$ cat src/rtl/fila_pkg.sv
// Shared types and widths for the FILA byte-queue path (deserializer, queue, serializer).
// No logic here: constants, the serializer state encoding and a width helper.
// Anything that changes a width here changes every block that imports it.
package fila_pkg;

  localparam int FILA_DATA_WIDTH = 8;
  localparam int FILA_LEN_WIDTH  = 4;

  typedef enum logic [1:0] {
    IDLE  = 2'd0,
    POP   = 2'd1,
    LOAD  = 2'd2,
    SHIFT = 2'd3
  } ser_state_t;

  // Counter width able to index every bit of a frame; never collapses to zero bits.
  function automatic int cnt_width(input int width);
    return (width > 1) ? $clog2(width) : 1;
  endfunction

endpackage

$ cat src/rtl/piso_shift_reg.sv
// Parallel-in serial-out shift register; emits LSB or MSB first.
// Latency: loaded word visible on o_ser the cycle after i_load.
// Backpressure: holds its contents whenever i_shift is low.
module piso_shift_reg
  import fila_pkg::*;
#(
  parameter int DATA_WIDTH = FILA_DATA_WIDTH,
  parameter bit MSB_FIRST  = 1'b0
) (
  input  logic                  i_clk,
  input  logic                  i_rst,
  input  logic                  i_load,
  input  logic                  i_shift,
  input  logic [DATA_WIDTH-1:0] i_dat,
  output logic                  o_ser
);

  logic [DATA_WIDTH-1:0] r_shreg;

  // Load has priority over shift; the vacated end fills with zeros.
  always_ff @(posedge i_clk) begin
    if (i_rst) begin
      r_shreg <= '0;
    end else if (i_load) begin
      r_shreg <= i_dat;
    end else if (i_shift) begin
      if (MSB_FIRST) begin
        r_shreg <= r_shreg << 1;
      end else begin
        r_shreg <= r_shreg >> 1;
      end
    end
  end

  assign o_ser = MSB_FIRST ? r_shreg[DATA_WIDTH-1] : r_shreg[0];

endmodule

$ cat src/rtl/fila_serializer.sv
// Drains the FILA byte queue: pops one byte at a time and shifts it out bit-serially.
// Latency: occupancy seen in IDLE at cycle k -> pop k+1, capture k+2, first bit k+3.
// Backpressure: ready_in low freezes the current bit and counter; no pop while stalled.
module fila_serializer
  import fila_pkg::*;
#(
  parameter int DATA_WIDTH = FILA_DATA_WIDTH,
  parameter int LEN_WIDTH  = FILA_LEN_WIDTH,
  parameter int MIN_LEN    = 1,
  parameter bit MSB_FIRST  = 1'b0
) (
  input  logic                  clock_10KHz,
  input  logic                  reset,
  input  logic [LEN_WIDTH-1:0]  len_in,
  output logic                  dequeue_out,
  input  logic [DATA_WIDTH-1:0] data_in,
  input  logic                  ready_in,
  output logic                  bit_out,
  output logic                  bit_valid_out,
  output logic                  frame_start_out,
  output logic                  busy_out,
  output logic [7:0]            byte_count_out
);

  localparam int                   CNT_W     = cnt_width(DATA_WIDTH);
  localparam logic [CNT_W-1:0]     LAST_IDX  = CNT_W'(DATA_WIDTH - 1);
  localparam logic [LEN_WIDTH-1:0] MIN_LEN_L = LEN_WIDTH'(MIN_LEN);

  ser_state_t       r_state;
  ser_state_t       w_state_nxt;
  logic [CNT_W-1:0] r_bit_cnt;
  logic [CNT_W-1:0] w_bit_cnt_nxt;
  logic             r_dequeue;
  logic             r_bit_valid;
  logic             r_frame_start;
  logic             r_busy;
  logic [7:0]       r_byte_cnt;

  logic             w_len_ok;
  logic             w_xfer;
  logic             w_last;
  logic             w_load;
  logic             w_shift;
  logic             w_byte_done;
  logic             w_ser;

  // Occupancy is only acted upon in IDLE and on the last-bit transfer, so a
  // stale len_in during POP/LOAD can never trigger a second pop.
  assign w_len_ok = (len_in >= MIN_LEN_L);
  assign w_xfer   = r_bit_valid && ready_in;
  assign w_last   = (r_bit_cnt == LAST_IDX);

  // State register.
  always_ff @(posedge clock_10KHz) begin
    if (reset) begin
      r_state <= IDLE;
    end else begin
      r_state <= w_state_nxt;
    end
  end

  // Next state, bit counter and datapath enables.
  always_comb begin
    w_state_nxt   = r_state;
    w_bit_cnt_nxt = r_bit_cnt;
    w_load        = 1'b0;
    w_shift       = 1'b0;
    w_byte_done   = 1'b0;
    case (r_state)
      IDLE: begin
        if (w_len_ok) begin
          w_state_nxt = POP;
        end
      end
      POP: begin
        w_state_nxt = LOAD;
      end
      LOAD: begin
        w_load        = 1'b1;
        w_bit_cnt_nxt = '0;
        w_state_nxt   = SHIFT;
      end
      SHIFT: begin
        if (w_xfer) begin
          w_shift = 1'b1;
          if (w_last) begin
            w_byte_done   = 1'b1;
            w_bit_cnt_nxt = '0;
            w_state_nxt   = w_len_ok ? POP : IDLE;
          end else begin
            w_bit_cnt_nxt = r_bit_cnt + CNT_W'(1);
          end
        end
      end
      default: begin
        w_state_nxt = IDLE;
      end
    endcase
  end

  // Outputs are registered from the next state so they line up with r_state.
  always_ff @(posedge clock_10KHz) begin
    if (reset) begin
      r_bit_cnt     <= '0;
      r_dequeue     <= 1'b0;
      r_bit_valid   <= 1'b0;
      r_frame_start <= 1'b0;
      r_busy        <= 1'b0;
      r_byte_cnt    <= 8'd0;
    end else begin
      r_bit_cnt     <= w_bit_cnt_nxt;
      r_dequeue     <= (w_state_nxt == POP);
      r_bit_valid   <= (w_state_nxt == SHIFT);
      r_frame_start <= (w_state_nxt == SHIFT) && (w_bit_cnt_nxt == '0);
      r_busy        <= (w_state_nxt != IDLE);
      if (w_byte_done) begin
        r_byte_cnt <= r_byte_cnt + 8'd1;
      end
    end
  end

  piso_shift_reg #(
    .DATA_WIDTH (DATA_WIDTH),
    .MSB_FIRST  (MSB_FIRST)
  ) u_piso (
    .i_clk   (clock_10KHz),
    .i_rst   (reset),
    .i_load  (w_load),
    .i_shift (w_shift),
    .i_dat   (data_in),
    .o_ser   (w_ser)
  );

  assign dequeue_out     = r_dequeue;
  assign bit_valid_out   = r_bit_valid;
  assign frame_start_out = r_frame_start;
  assign busy_out        = r_busy;
  assign byte_count_out  = r_byte_cnt;
  assign bit_out         = w_ser;

endmodule

$ cat config.mk
export PLATFORM = sky130hd
export DESIGN_NAME = fila_serializer
export DESIGN_NICKNAME = d
export VERILOG_FILES = /design/src/rtl/fila_pkg.sv /design/src/rtl/piso_shift_reg.sv /design/src/rtl/fila_serializer.sv
export SDC_FILE = /design/constraint.sdc
export NUM_CORES = 1
export LEC_CHECK = 0
export ABC_AREA = 1
export ABC_CLOCK_PERIOD_IN_PS = 2220
export BUFFER_PORTS_ARGS = -buffer_cell sky130_fd_sc_hd__buf_2
export CELL_PAD_IN_SITES_DETAIL_PLACEMENT = 0
export CELL_PAD_IN_SITES_GLOBAL_PLACEMENT = 1
export CORE_ASPECT_RATIO = 0.6
export CORE_UTILIZATION = 38
export DETAILED_ROUTE_END_ITERATION = 10
export GPL_TIMING_DRIVEN = 0
export PLACE_DENSITY = 0.79
export SYNTH_ARGS = -nofsm -noshare
export SYNTH_HDL_FRONTEND = slang
export SYNTH_SLANG_ARGS = --single-unit
$ cat constraint.sdc
create_clock -name clock_10KHz -period 2.22 [get_ports clock_10KHz]
set_input_delay 0 -clock clock_10KHz [delete_from_list [all_inputs] [get_ports clock_10KHz]]
set_output_delay 0 -clock clock_10KHz [all_outputs]
set_load 0.005 [all_outputs]
# After elaboration in Yosys (flattened, before gate mapping)
# Cells that the tools add are included.
word_totals:
  register_bits: 25
  inputBits: 15
  out_inout_bits: 13
  wordCells: 39
op_classes:
  n_addsub: 2
  magnitude_cmp: 1
  n_eq_ne: 6
  n_mux: 16
  reduce_logical: 6
op_table:
  columns: ["operator", "n"]
  rows:
  - ["8-bit two-way mux", 2]
  - ["8-bit by 1-bit adder with 8-bit output, second input constant", 1]
  - ["2-bit case mux with 4 select lines", 1]
  - ["1-bit two-way mux", 7]
  - ["2-bit == test, second input constant", 3]
  - ["2-bit two-way mux", 3]
  - ["3-bit two-way mux", 2]
  - ["3-bit case mux with 2 select lines", 1]
  - ["2-bit by 1-bit == test with 1-bit output, second input constant", 2]
  - ["4-bit by 1-bit >= comparator with 1-bit output, second input constant", 1]
  - ["2-bit nonzero test", 2]
  - ["3-bit by 1-bit adder with 3-bit output, second input constant", 1]
  - ["3-bit == test, second input constant", 1]
  - ["3-bit zero test", 1]
  - ["1-bit logical AND", 2]
  - ["2-bit zero test", 1]

# Longest topological paths before layout
# Gate-level depths: netlist (run 1).
logic_depth:
  word_depth: 7
  depth_mapped: 9
  ltp_nobuf: 9

# Cells and area by module
# A second synthesis (run 1) with hierarchy kept.
unflattened:
  hier_cells: 176
  area_unflattened_um2: 1197.4
modules_own_cells:
  columns: ["module", "instances", "cells_per_inst", "area_each_um2", "seq_area_each_um2"]
  rows:
  - ["fila_serializer", 1, 113, 790.8, 340.3]
  - ["piso_shift_reg", 1, 63, 406.6, 160.2]

# Worst setup path after synthesis (run 1)
# Ideal clock, no wire load.
synth_timing:
  kind: "reg2reg"
  from: "register r_bit_cnt[0]"
  to: "register r_byte_cnt[4] (netlist: byte_count_out[4])"
  setup_ns: 0.117
  t_arrival_ns: 1.220
  required_time_ns: 2.103
  setup_slack_ns: 0.883
  stages_incl_launch_ff: 8
  path_buffers: 0
  synth_period_minus_slack_ns: 1.337
  cell_sequence: "dfxtp_1 ha_1 ha_1 nand3_1 nor2_2 nand3_1 o21ai_0 nor2_1"
synth_via:
  elab_chain_cells: 4
synth_rtl:
  columns: ["item", "line_no", "source"]
  rows:
  - ["start, declared", "fila_serializer.sv:31", "logic [CNT_W-1:0] r_bit_cnt;"]
  - ["start signal, assigned", "fila_serializer.sv:111", "r_bit_cnt <= w_bit_cnt_nxt;"]
  - ["3-bit == test", "fila_serializer.sv:51", "assign w_last = (r_bit_cnt == LAST_IDX);"]
  - ["1-bit two-way mux", "fila_serializer.sv:86", "if (w_last) begin"]
  - ["1-bit two-way mux", "fila_serializer.sv:84", "if (w_xfer) begin"]
  - ["1-bit two-way mux", "fila_serializer.sv:69", "case (r_state)"]
  - ["end signal, assigned", "fila_serializer.sv:117", "r_byte_cnt <= r_byte_cnt + 8'd1;"]
  - ["end, declared", "fila_serializer.sv:37", "logic [7:0] r_byte_cnt;"]
# No other way between the ends.
# A chain may end at the register's enable or synchronous reset.

# Worst setup path in the final report (run 1)
# Same ends and word-level chain as after synthesis.

==> metrics.log, run 1 <==
[metrics] worst min-delay path category: primary input to flip-flop
[metrics] unrepaired setup endpoints after global routing: false
[metrics] Vias: between 1000 and 1500
[metrics] worst-skew pair later-pin latency: between 0.2 and 0.3 ns
[metrics] post-synthesis xor/xnor area fraction: 0%
[metrics] area of the core: ~2600 um^2
[metrics] Worst slew margin: 69.10%
[metrics] Worst Hold Slack: roughly 0.0037 ns
[metrics] largest net degree at the start of global routing: 15
[metrics] instance count along the most critical hold path: 3
[metrics] count of buffers inserted at the top-level ports: 27
[metrics] netlist area before placement: around 1100 um^2
[metrics] number of failing setup endpoints in the final timing report: 0
[metrics] worst IR drop on VDD: between 0.3 and 0.4 mV
[metrics] Final nets: 210
[metrics] arrival time of the worst setup path: ~1.8 ns
[metrics] number of cell rows: 14
[metrics] footprint of the multi-input gates: roughly 530 um^2
[metrics] growth of design area from synthesis to finish: 21.73%
[metrics] DRT antenna net count: 0
[metrics] standby leakage power: 0.6469 nW
[metrics] Startpoint Class: flip-flop
[metrics] commonest non-fill, non-tap cells in the layout: 32 x sky130_fd_sc_hd__nand2_1, 29 x sky130_fd_sc_hd__buf_2, 26 x sky130_fd_sc_hd__nor2_1
[metrics] CP required: between 2 and 2.5 ns
[metrics] clock-pin slew on the worst setup and hold paths: about 0.09 ns
[metrics] number of design rule violations left after detail routing: 0
[metrics] maximum fanout count along the critical path: 5
[metrics] GRT Util Overall: between 15 and 20%
[metrics] number of failing hold endpoints at the final stage: 0
[metrics] reg2reg start: r_bit_cnt[0]$_SDFF_PP0_
[metrics] routed length per placed instance: between 10 and 15 um
[metrics] vertical extent of the die: around 44 um
[metrics] synth warn: 0
[metrics] global-route wire length before repair: 3967 um
[metrics] combinational family with the most area after synthesis: simple AND/OR/NAND/NOR gates
[metrics] most common cell after layout, fill and taps aside: sky130_fd_sc_hd__nand2_1
[metrics] post-synthesis share of cell area spent on full adders, half adders and majority gates: under 10%
[metrics] post-cts resize count: 0
[metrics] Worst Tran Pin Value: 0.4635 ns
[metrics] buffer depth of the longest clock path: 2
[metrics] count of antenna diodes in the layout: 0
[metrics] number of global-route vias before repair: around 900
[metrics] worst clock skew: 0.006232 ns
[metrics] max cap viols: 0
[metrics] H-tree Lvls: 1
[metrics] TritonCTS buffer count: 3
[metrics] PD cells: 651.1 nW/um^2
[metrics] Final HPWL DP: approximately 1900 um
[metrics] area taken by flip-flops and latches: 500.5 um^2
[metrics] FF-to-FF setup slack: 0.60 ns
[metrics] number of I/O pins: 28
[metrics] R2R cell count: 7
[metrics] fmax: roughly 620 MHz
[metrics] average cell area after synthesis: 7.032 um^2
[metrics] final cell area excluding filler cells: between 1000 and 1500 um^2
[metrics] Critical Setup Path Class: flip-flop to flip-flop
[metrics] final-layout setup total negative slack: 0 ns
[metrics] Fillers: 294
[metrics] die boundary width: a little over 70 um
[metrics] Worst Min Path Start: data_in[7]
[metrics] TritonCTS clock tree: built
[metrics] starting DRC count in detailed routing: 46
[metrics] Final period util: slightly above 70%
[metrics] syn nets: around 180
[metrics] total congestion overflow after global routing: 0
[metrics] initial antenna violation count: 0
[metrics] area fraction in and, or, nand and nor cells after synthesis: between 30 and 40%
[metrics] fraction of final layout cells with drive strength greater than 1: between 20% and 30%
[metrics] sequential share of the synthesized area: 45.05%
[metrics] post-synthesis cell count: 158
[metrics] TritonCTS sink count: 25
[metrics] effective utilization at floorplan: roughly 42%
[metrics] placer's final routability congestion estimate: between 0.7 and 0.8
[metrics] result of the run: completed
[metrics] placed cell areas: ~1300 um^2
[metrics] Endpoint, Worst Hold: u_piso.r_shreg[7]$_SDFFE_PP0P_
[metrics] number of search-and-repair iterations in the first detailed-routing pass: 4
[metrics] Die Footprint: ~3200 um^2
[metrics] detailed-route wire length: 2418 um
[metrics] multiplexer fraction of the synthesized cell area: 0%
[metrics] crit end category: flip-flop
[metrics] min Tclk post-route: between 1.5 and 2 ns
[metrics] capturing point of the worst reg2reg path: byte_count_out[4]$_SDFFE_PP0P_
[metrics] post-detailed-route via-to-cell ratio: 4.762
[metrics] count of different cell masters after synthesis: 18
[metrics] Final Max Tran Viols: 0
[metrics] compound-gate portion of the synthesized area: around 10%
[metrics] CTS root buf: sky130_fd_sc_hd__clkbuf_8
[metrics] number of register bits inferred by synthesis: 25
-- state kept, by name, indices dropped and copies added (netlist names) --
register	cells
frame_start_out	1
busy_out	1
r_state	2
bit_valid_out	1
dequeue_out	1
u_piso.r_shreg	8
byte_count_out	8
r_bit_cnt	3
-- cell families (layout without fill, tap and decap cells) --
family | after synthesis | in the layout
compound gates | 22 | 22
fa+ha+maj | 3 | 3
simple gates | 87 | 87
flops | 25 | 25
buf+inv | 21 | 54
-- worst max-delay path: stages, from the launching register on --
cell	delay (ns)
sky130_fd_sc_hd__dfxtp_1	0.37
sky130_fd_sc_hd__ha_1	0.16
sky130_fd_sc_hd__ha_1	0.22
sky130_fd_sc_hd__nand3_1	0.13
sky130_fd_sc_hd__nor2_2	0.21
sky130_fd_sc_hd__nand3_1	0.18
sky130_fd_sc_hd__o21ai_0	0.19
sky130_fd_sc_hd__nor2_1	0.06
-- synth_stat cells (all sizes together) --
cell	n	area (um^2)
nand2	35	143.9
nor2	28	110.1
dfxtp	25	500.5
nand3	21	105.1
inv	16	60.05
o21ai	14	70.07
a21oi	7	35.03
buf	3	17.52
ha	3	37.54
clkbuf	2	7.510
nand4	2	12.51
a31oi	1	6.260
nor3	1	5.000
-- per-stage QoR --
stage,cells,utilization (%),total power [mW],setup slack [ns]
2_1_floorplan,158,-,0.5757,0.8833
3_5_place_dp,217,48.95,0.6178,0.6314
4_1_cts,223,51.48,0.8963,0.6262
3_3_place_gp,217,48.95,0.6173,0.6389
5_1_grt,223,51.48,0.9351,0.4316
6_report,223,51.48,0.8807,0.6042
-- report_power, final --
group	leakage [nW]	switching (mW)	internal [mW]	total, mW
clock	0.0255	0.145	0.126	0.270
combinational	0.418	0.0721	0.0503	0.122
sequential	0.204	0.0135	0.474	0.488
total	0.647	0.230	0.650	0.881
-- routing by layer --
| metal | part of all wire [%] | track usage, % | vias to the layer above |
|---|---|---|---|
| met5 | 0 | 0 | - |
| met4 | 0.33 | 3.529 | 0 |
| met3 | 4.9 | 5.581 | 2 |
| met2 | 37 | 22.45 | 22 |
| met1 | 58 | 25.74 | 466 |
| li1 | - | - | 572 |
-- area by class of cell --
type	instances	area share (%)
clock buffers	3	3.053
clock inverters	1	0.3700
plain buffers	5	1.850
flip-flops and latches	25	37.00
inverters	16	4.440
repair buffers	29	11.47
multi-input cells	112	38.85
well taps	32	2.960
-- what timing repair did --
| item | CTS | global route |
|---|---|---|
| hold endpoints to repair | 3 | 0 |
| setup buffers | 0 | 0 |
| hold buffers | 2 | 0 |
-- how the worst max path moves through the flow --
stage                            start                        endpoint  slack, ns  depth (start not counted)
5_1_grt        r_bit_cnt[0]$_SDFF_PP0_  byte_count_out[4]$_SDFFE_PP0P_       0.43                          7
3_5_place_dp   r_bit_cnt[0]$_SDFF_PP0_  byte_count_out[4]$_SDFFE_PP0P_       0.63                          7
6_report       r_bit_cnt[0]$_SDFF_PP0_  byte_count_out[4]$_SDFFE_PP0P_       0.60                          7
3_3_place_gp   r_bit_cnt[0]$_SDFF_PP0_  byte_count_out[4]$_SDFFE_PP0P_       0.64                          7
2_1_floorplan  r_bit_cnt[0]$_SDFF_PP0_  byte_count_out[4]$_SDFFE_PP0P_       0.88                          7
4_1_cts        r_bit_cnt[0]$_SDFF_PP0_  byte_count_out[4]$_SDFFE_PP0P_       0.63                          7
Power figures use the tool's default switching activity.
==> run 2: changes to the inputs <==
ABC_CLOCK_PERIOD_IN_PS = 1600   (was 2220)
CORE_UTILIZATION = 36   (was 38)
PLACE_DENSITY = 0.75   (was 0.79)
clock period = 1.6 ns   (was 2.22 ns; I/O delays follow)
==> run 2 against run 1 <==
Compared with the run above:
- clock-buffer cell count unchanged
- routed wire length is 9.4% higher
- via count is 1.8% higher
- final cell count grew 5.4%
- sequential cell count unchanged
- first-iteration DRC count stayed put
- die area rose by 5.3%
- register-to-register slack got worse by 0.49 ns
- global-route usage rose by 0.086 points
- cell area grew 4.4%
- clock power rose by 38%
- highest routed layer unchanged
==> metrics.log, run 2 (synthesized netlist as in run 1, its figures left out) <==
[metrics] result of the run: completed (unchanged)
[metrics] standby leakage power: 0.6558 nW (was 0.6469 nW)
[metrics] critical path launch point: r_bit_cnt[0]$_SDFF_PP0_ (unchanged)
[metrics] R2R cell count: 8 (was 7)
[metrics] Final Max Tran Viols: 0 (unchanged)
[metrics] vertical extent of the die: 45.03 um (was 43.89 um)
[metrics] PD cells: 869.4 nW/um^2 (was 651.1 nW/um^2)
[metrics] number of failing hold endpoints at the final stage: 0 (unchanged)
[metrics] H-tree Lvls: 1 (unchanged)
[metrics] # placed instances: 227 (was 217)
[metrics] largest net degree at the start of global routing: 15 (unchanged)
[metrics] global-route wire length before repair: 4126 um (was 3967 um)
[metrics] GRT Util Overall: 16.91% (was 16.83%)
[metrics] total congestion overflow after global routing: 0 (unchanged)
[metrics] Worst Tran Pin Value: 0.4521 ns (was 0.4635 ns)
[metrics] Fillers: 308 (was 294)
[metrics] Final nets: 212 (was 210)
[metrics] Die Footprint: 3320 um^2 (was 3151 um^2)
[metrics] buffer depth of the longest clock path: 2 (unchanged)
[metrics] Vias: 1081 (was 1062)
[metrics] min Tclk post-route: 1.485 ns (was 1.616 ns)
[metrics] capturing point of the worst reg2reg path: byte_count_out[5]$_SDFFE_PP0P_ (was byte_count_out[4]$_SDFFE_PP0P_)
[metrics] clock-pin slew on the worst setup and hold paths: 0.09 ns (about the same)
[metrics] Worst Hold Slack: 0.001456 ns (was 0.003673 ns)
[metrics] routed length per placed instance: 11.26 um (was 10.84 um)
[metrics] fmax: 673.4 MHz (was 618.9 MHz)
[metrics] starting DRC count in detailed routing: 46 (unchanged)
[metrics] commonest non-fill, non-tap cells in the layout: 32 x sky130_fd_sc_hd__nand2_1, 29 x sky130_fd_sc_hd__buf_2, 26 x sky130_fd_sc_hd__nor2_1 (unchanged)
[metrics] max cap viols: 0 (unchanged)
[metrics] placed cell areas: 1299 um^2 (was 1286 um^2)
[metrics] most common cell after layout, fill and taps aside: sky130_fd_sc_hd__nand2_1 (unchanged)
[metrics] Final period util: 92.82% (was 72.78%)
[metrics] growth of design area from synthesis to finish: 27.14% (was 21.73%)
[metrics] TritonCTS sink count: 25 (unchanged)
[metrics] worst clock skew: 0.006304 ns (was 0.006232 ns)
[metrics] arrival time of the worst setup path: 1.68 ns (was 1.79 ns)
[metrics] maximum fanout count along the critical path: 5 (unchanged)
[metrics] overall power consumption: 1.228 mW (was 0.8807 mW)
[metrics] effective utilization at floorplan: 38.19% (was 42.29%)
[metrics] CP required: 1.80 ns (was 2.39 ns)
[metrics] CTS root buf: sky130_fd_sc_hd__clkbuf_8 (unchanged)
[metrics] Startpoint Class: flip-flop (unchanged)
[metrics] number of failing setup endpoints in the final timing report: 0 (unchanged)
[metrics] number of design rule violations left after detail routing: 0 (unchanged)
[metrics] number of global-route vias before repair: 939 (was 896)
[metrics] fraction of final layout cells with drive strength greater than 1: 24.35% (was 20.94%)
[metrics] final-layout setup total negative slack: 0 ns (unchanged)
[metrics] worst IR drop on VDD: 0.4144 mV (was 0.3215 mV)
[metrics] placer's final routability congestion estimate: 0.7614 (was 0.7531)
[metrics] initial antenna violation count: 0 (unchanged)
[metrics] final non-filler cell total: 235 (was 223)
[metrics] worst min-delay path category: primary input to flip-flop (unchanged)
[metrics] post-detailed-route via-to-cell ratio: 4.600 (was 4.762)
[metrics] count of buffers inserted at the top-level ports: 27 (unchanged)
[metrics] detailed-route wire length: 2645 um (was 2418 um)
[metrics] crit end category: flip-flop (unchanged)
[metrics] number of cell rows: 15 (was 14)
[metrics] FF-to-FF setup slack: 0.11 ns (was 0.60 ns)
[metrics] DRT antenna net count: 0 (unchanged)
[metrics] worst-skew pair later-pin latency: 0.27 ns (about the same)
[metrics] Final HPWL DP: 1963 um (was 1870 um)
[metrics] die boundary width: 73.72 um (was 71.81 um)
[metrics] number of I/O pins: 28 (unchanged)
[metrics] TritonCTS buffer count: 3 (unchanged)
[metrics] termination of the worst setup path: byte_count_out[5]$_SDFFE_PP0P_ (was byte_count_out[4]$_SDFFE_PP0P_)
[metrics] area taken by flip-flops and latches: 501.7 um^2 (was 500.5 um^2)
[metrics] final cell area excluding filler cells: 1413 um^2 (was 1353 um^2)
[metrics] footprint of the multi-input gates: 556.8 um^2 (was 525.5 um^2)
[metrics] Critical Setup Path Class: flip-flop to flip-flop (unchanged)
[metrics] Worst slew margin: 69.86% (was 69.10%)
[metrics] reg2reg start: r_bit_cnt[0]$_SDFF_PP0_ (unchanged)
[metrics] TritonCTS clock tree: built (unchanged)
[metrics] unrepaired setup endpoints after global routing: false (unchanged)
[metrics] area of the core: 2909 um^2 (was 2628 um^2)
[metrics] number of search-and-repair iterations in the first detailed-routing pass: 4 (unchanged)
[metrics] count of antenna diodes in the layout: 0 (unchanged)
run 2: cell count changes in the layout (fill, tap and decap cells not counted), sizes merged:
cell	previous run	this run
buf	30	32
run 2: metrics by stage:
step	setup slack (ns)	utilization (%)
2_1_floorplan	0.2633	-
5_1_grt	0.007845	48.56
4_1_cts	0.003208	46.58
3_3_place_gp	0.04678	44.65
3_5_place_dp	0.01720	44.65
6_report	0.1149	48.56
run 2: what timing repair did:
| action | in CTS | in global routing |
|---|---|---|
| endpoints found under the hold margin | 2 | 1 |
| setup buffers | 0 | 2 |
| hold buffers | 1 | 1 |
| endpoints found under the setup margin | 0 | 11 |
| gates resized for setup | 0 | 9 |
run 2: layout make-up:
cell class,count,area share [%]
buffer,5,1.771
clock buffer,3,2.923
clock inverter,1,0.3543
inverter,16,4.252
multi-input combinational,112,39.42
sequential,25,35.52
tap,42,3.720
timing repair buffer,31,12.05
run 2: where the power goes:
group	internal, mW	switching [mW]
clock network	0.174	0.198
logic	0.0708	0.107
registers	0.658	0.0197
total	0.903	0.325
run 2: how the worst min path moves through the flow:
stage                from                        endpoint  cells past startpoint
5_1_grt        data_in[7]  u_piso.r_shreg[7]$_SDFFE_PP0P_                      3
4_1_cts        data_in[7]  u_piso.r_shreg[7]$_SDFFE_PP0P_                      3
2_1_floorplan       reset         r_bit_cnt[2]$_SDFF_PP0_                      1
3_3_place_gp        reset         r_bit_cnt[2]$_SDFF_PP0_                      2
3_5_place_dp        reset         r_bit_cnt[2]$_SDFF_PP0_                      2
6_report       data_in[7]  u_piso.r_shreg[7]$_SDFFE_PP0P_                      3
run 2: routing by layer:
layer / GRT usage [%] / wire (um)
met1: 24.03 / 1444
met4: 1.538 / 8
met5: 0 / 0
met2: 26.06 / 1051
met3: 5.580 / 141
run 2: critical path: stages, from the launching register on:
cell	delay (ns)
sky130_fd_sc_hd__dfxtp_2	0.36
sky130_fd_sc_hd__ha_1	0.20
sky130_fd_sc_hd__ha_4	0.16
sky130_fd_sc_hd__nand3_2	0.12
sky130_fd_sc_hd__nor2_4	0.19
sky130_fd_sc_hd__nand2_1	0.11
sky130_fd_sc_hd__inv_1	0.08
sky130_fd_sc_hd__nand2_1	0.05
sky130_fd_sc_hd__a21oi_1	0.15
